--- config.mk ---
export PLATFORM = sky130hd
export DESIGN_NAME = oam_dma_engine
export DESIGN_NICKNAME = d
export VERILOG_FILES = /design/src/rtl/oam_dma_engine.sv
export SDC_FILE = /design/constraint.sdc
export NUM_CORES = 1
export LEC_CHECK = 0
export ABC_AREA = 1
export BUFFER_PORTS_ARGS = -buffer_cell sky130_fd_sc_hd__buf_2
export CAP_MARGIN = 30
export CORE_ASPECT_RATIO = 1.1
export CORE_MARGIN = 5
export CORE_UTILIZATION = 37
export DETAILED_ROUTE_END_ITERATION = 10
export GPL_ROUTABILITY_DRIVEN = 0
export GPL_TIMING_DRIVEN = 0
export SLEW_MARGIN = 40
export SYNTH_ARGS = -nofsm -noshare
export SYNTH_HDL_FRONTEND = slang
export SYNTH_SLANG_ARGS = --single-unit
--- constraint.sdc ---
create_clock -name clka -period 2 [get_ports clka]
set_input_delay 0.4 -clock clka [delete_from_list [all_inputs] [get_ports clka]]
set_output_delay 0.4 -clock clka [all_outputs]
set_load 0.02 [all_outputs]
--- src/rtl/oam_dma_engine.sv ---
// oam_dma_engine: on an FF46 write, copies LEN bytes from BRAM page src_page (port B) into OAM.
// Build option: define DMA_STARTUP_DELAY_EN to add one byte period of idle time before the first read.
module oam_dma_engine #(
    parameter int LEN         = 160,
    parameter int BYTE_PERIOD = 4,
    parameter int ADDR_W      = 15
) (
    input  logic              clka,
    input  logic              rsta,
    input  logic              start,
    input  logic [7:0]        src_page,
    output logic              enb,
    output logic              web,
    output logic [ADDR_W-1:0] addrb,
    output logic [7:0]        dinb,
    input  logic [7:0]        doutb,
    output logic              oam_we,
    output logic [7:0]        oam_addr,
    output logic [7:0]        oam_din,
    output logic              busy,
    output logic              cpu_block,
    output logic              done
);
    localparam int               CNT_W    = $clog2(BYTE_PERIOD + 1);
    localparam logic [7:0]       LAST_IDX = 8'(LEN - 1);
    localparam logic [CNT_W-1:0] GAP_END  = CNT_W'((BYTE_PERIOD > 2) ? BYTE_PERIOD - 3 : 0);
    localparam bit               NO_GAP   = (BYTE_PERIOD == 2);
`ifdef DMA_STARTUP_DELAY_EN
    localparam logic [CNT_W-1:0] DLY_END  = CNT_W'(BYTE_PERIOD - 1);
`endif

    typedef enum logic [2:0] {
        S_IDLE, S_RD, S_WR, S_GAP, S_FIN
`ifdef DMA_STARTUP_DELAY_EN
        , S_DLY
`endif
    } state_t;

    state_t           state;
    logic [7:0]       idx;
    logic [7:0]       page;
    logic [CNT_W-1:0] cnt;
    logic             last;

    // Page bit 7 falls off the top: the BRAM is only 32 KiB, so high pages alias.
    function automatic logic [ADDR_W-1:0] rd_addr(input logic [7:0] pg, input logic [7:0] ix);
        return ADDR_W'({pg, ix});
    endfunction

    assign web       = 1'b0;
    assign dinb      = 8'h00;
    assign cpu_block = busy;

    always_ff @(posedge clka or posedge rsta) begin
        if (rsta) begin
            state    <= S_IDLE;
            enb      <= 1'b0;
            oam_we   <= 1'b0;
            busy     <= 1'b0;
            done     <= 1'b0;
            addrb    <= '0;
            oam_addr <= '0;
            oam_din  <= '0;
            idx      <= '0;
            page     <= '0;
            cnt      <= '0;
            last     <= 1'b0;
        end else begin
            enb    <= 1'b0;
            oam_we <= 1'b0;
            done   <= 1'b0;
            // A new FF46 write wins in every state; an in-flight copy is dropped silently,
            // but one caught in FIN has already finished and still reports done.
            if (start) begin
                page <= src_page;
                idx  <= '0;
                cnt  <= '0;
                last <= 1'b0;
                busy <= 1'b1;
                done <= (state == S_FIN);
`ifdef DMA_STARTUP_DELAY_EN
                state <= S_DLY;
`else
                state <= S_RD;
                enb   <= 1'b1;
                addrb <= rd_addr(src_page, 8'd0);
`endif
            end else begin
                case (state)
                    S_IDLE: ;
`ifdef DMA_STARTUP_DELAY_EN
                    S_DLY: begin
                        if (cnt == DLY_END) begin
                            state <= S_RD;
                            enb   <= 1'b1;
                            addrb <= rd_addr(page, idx);
                        end else begin
                            cnt <= cnt + 1'b1;
                        end
                    end
`endif
                    S_RD: begin
                        cnt   <= '0;
                        state <= S_WR;
                    end
                    S_WR: begin
                        oam_din  <= doutb;
                        oam_addr <= idx;
                        oam_we   <= 1'b1;
                        // The final byte still sits out its gap, keeping start->done at LEN*BYTE_PERIOD+1.
                        if (idx == LAST_IDX) begin
                            last  <= 1'b1;
                            state <= NO_GAP ? S_FIN : S_GAP;
                        end else begin
                            idx <= idx + 8'd1;
                            if (NO_GAP) begin
                                state <= S_RD;
                                enb   <= 1'b1;
                                addrb <= rd_addr(page, idx + 8'd1);
                            end else begin
                                state <= S_GAP;
                            end
                        end
                    end
                    S_GAP: begin
                        if (cnt == GAP_END) begin
                            if (last) begin
                                state <= S_FIN;
                            end else begin
                                state <= S_RD;
                                enb   <= 1'b1;
                                addrb <= rd_addr(page, idx);
                            end
                        end else begin
                            cnt <= cnt + 1'b1;
                        end
                    end
                    S_FIN: begin
                        busy  <= 1'b0;
                        done  <= 1'b1;
                        state <= S_IDLE;
                    end
                    default: state <= S_IDLE;
                endcase
            end
        end
    end
endmodule

==> run_results.csv <==
group,metric,value,unit
global_route,antenna_found_initial,0,
yosys,syn_inst,297,
yosys,ys_top_cells_by_area,"dfrtp_1 57%, nand2_1 20%, buf_4 3.6%",
yosys,synth-edff-count,0,
timing,final_max_slew_viol_count,0,
route,detail-route-antenna-nets,0,
route,wire_per_inst,12.3,µm
finish,final_common_cell,"nand2_1",
yosys,yosys_most_used_dff,"dfrtp_1",
floorplan,chipWidth,88.4,µm
floorplan,die_area,8500,µm²
yosys,ys_seq_elements,57,
route,highest-signal-layer,"met4",
finish,postLayoutCellArea,3110,µm²
route,drc_errors,0,
timing,slew_headroom,63.7,%
floorplan,io_pins,64,
critical_path,endpoint_kind,"flip-flop",
yosys,async_flop_share,100,%
floorplan,coreArea,6590,µm²
finish,drive_above_1_share,24.7,%
yosys,synth.top_cell.area_share,57.1,%
placed_design,dp_hpwl,4070,µm
placed_design,dpl_cell_area,2920,µm²
timing,skew,0.0120,ns
cts,postCtsSetupBuffers,0,
route,wl_met3,274,µm
cts,htreeDepth,3,
finish,num_antenna_cells,0,
cts,hold_buffers,0,
route,dr_wl_met2,2660,µm
placed_design,io_buffers,52,
cts,clk_pin_slew,0.07,ns
flow_run,maxCapViolations,0,
global_route,grt_pass1_wl,9230,µm
finish,area_growth,24.4,%
finish,nFillCells,679,
route,wl,5570,µm
critical_path,cp-start-kind,"flip-flop",
critical_path,crit_arrival,1.93,ns
yosys,synth_top_cell_by_area,"dfrtp_1",
finish,nets,391,
outcome,status,"completed",
route,vias,2033,
finish,multi_input_area,900,µm²
timing,hold_viol_final,0,
route,drt-vias-per-instance,4.47,
yosys,synth.avg_cell_area,8.42,µm²
finish,fin_cells,455,
timing,fin_crit,1.72,ns
power_and_ir_drop,p_per_area,1080,nW/µm²
finish,seqCellArea,1430,µm²
placed_design,dp.cells,440,
finish,final_cell_mix,"130 x nand2_1, 58 x buf_2, 57 x dfrtp_1",
global_route,grtUsageTotal,14.2,%
yosys,synth_cell_type_count,24,
timing,max_freq,583,MHz
critical_path,cp_max_fo,10,
global_route,grt_pass1_vias,2004,
route,first_pass_iters,4,
cts,ctsResizeCount,0,
timing,period_share,85.8,%
cts,cts_tree,"yes",
critical_path,crit_type,"flip-flop to flip-flop",
critical_path,crit_required,2.21,ns
power_and_ir_drop,power_leakage,0.00174,µW
timing,setup_viol,0,
floorplan,start_util,37.9,%
floorplan,die_y,96.2,µm
cts,numCtsBuffers,9,
yosys,synth_area,2500,µm²
min_path,min_path_type,"input port to async pin",
cts,insertion_delay,0.33,ns
route,drt_iter0_drc,103,
global_route,overflow,0,
yosys,yosysSeqAreaShare,57.1,%
cts,cts.sinks,57,
cts,clock-root-buffer,"clkbuf_8",
timing,tightest_slew,0.544,ns
global_route,grt_start_max_net_pins,33,
power_and_ir_drop,ir_drop,0.000483,V
yosys,ys.warnings.count,0,
floorplan,row_count,31,
cts,cts_buffer_depth,2,
route,met1_length,2530,µm
timing,rsz0062_at_grt,"false",
==> state kept, by name, indices dropped and copies added (netlist names) <==
signal,cells
oam_din,8
last,1
addrb,15
done,1
enb,1
cnt,3
page,7
oam_we,1
busy,1
state,3
oam_addr,8
idx,8
==> Yosys cell counts (all sizes together) (2+ instances only) <==
library cell  count
xor2              2
nand3            15
clkbuf            2
buf              18
nor2             18
o21ai            18
nor3              3
inv              20
nand2           131
ha                3
a21oi             5
dfrtp            57
==> worst max-delay path: stages (launching register included) <==
cell and delay, ns:
dfrtp_1 0.39, inv_1 0.06, ha_1 0.13, inv_1 0.03, nor2_1 0.15, nand2_1 0.12, o21ai_4 0.26, inv_2 0.12
buf_2 0.21, nand2_1 0.08, nand2_1 0.05
==> cell families after synthesis <==
| group | share of synthesized area (%) |
|---|---|
| AO/OA/AOI/OAI | 5.61 |
| XOR/XNOR | 0.701 |
| adder cells (fa/ha/maj) | 1.50 |
| buffers and inverters | 8.16 |
| flip-flops | 57.1 |
| other | 0.150 |
| AND/OR/NAND/NOR | 26.8 |
==> path summary, 6_finish.rpt <==
| check | startpoint | endpoint | slack (ns) | cells past startpoint |
|---|---|---|---|---|
| setup / recovery | cnt[1]$_DFFE_PP0P_ | addrb[14]$_DFFE_PP0P_ | 0.28 | 10 |
| hold / removal | rsta | idx[3]$_DFFE_PP0P_ | 0.04 | 2 |
| setup reg to reg | cnt[1]$_DFFE_PP0P_ | addrb[14]$_DFFE_PP0P_ | 0.28 | 10 |
| hold reg to reg | addrb[8]$_DFFE_PP0P_ | addrb[8]$_DFFE_PP0P_ | 0.47 | 2 |
| max in group asynchronous | rsta | oam_addr[0]$_DFFE_PP0P_ | 1.49 | 3 |
| min in group clka | doutb[1] | oam_din[1]$_DFFE_PP0P_ | 0.26 | 3 |
==> final cells by class <==
| class | instances | share of cell area (%) |
|---|---|---|
| well taps | 82 | 3.30 |
| plain buffers | 20 | 4.14 |
| multi-input cells | 208 | 28.9 |
| clock buffers | 10 | 4.43 |
| flip-flops and latches | 57 | 45.9 |
| clock inverters | 5 | 1.81 |
| repair buffers | 53 | 9.01 |
| inverters | 20 | 2.49 |
==> through the flow <==
stage                     total power [µW]  TNS, ns  worst slack (ns)  util, %  hold slack, ns
after global routing                  3540        0             0.100     47.2          0.0595
after detailed placement              2320        0             0.258     44.2           0.398
after global placement                2300   -32.03            -0.564     43.9           0.451
after floorplan                       2040        0             0.200        -           0.438
after CTS                             3390        0             0.250     47.2          0.0373
final                                 3350        0             0.285     47.2          0.0362
==> where the power goes <==
group | leakage, µW | switching [µW] | internal [µW]
registers | 0.000745 | 118 | 1330
logic | 0.000901 | 563 | 275
clock network | 0.0000981 | 459 | 599
total | 0.00174 | 1140 | 2210
==> routing by layer <==
metal | track usage [%] | up-vias
li1 | - | 1048
met1 | 17.8 | 930
met2 | 23.2 | 46
met3 | 3.34 | 9
met4 | 6.42 | 0
met5 | 0 | -
Power figures use the tool's default switching activity.
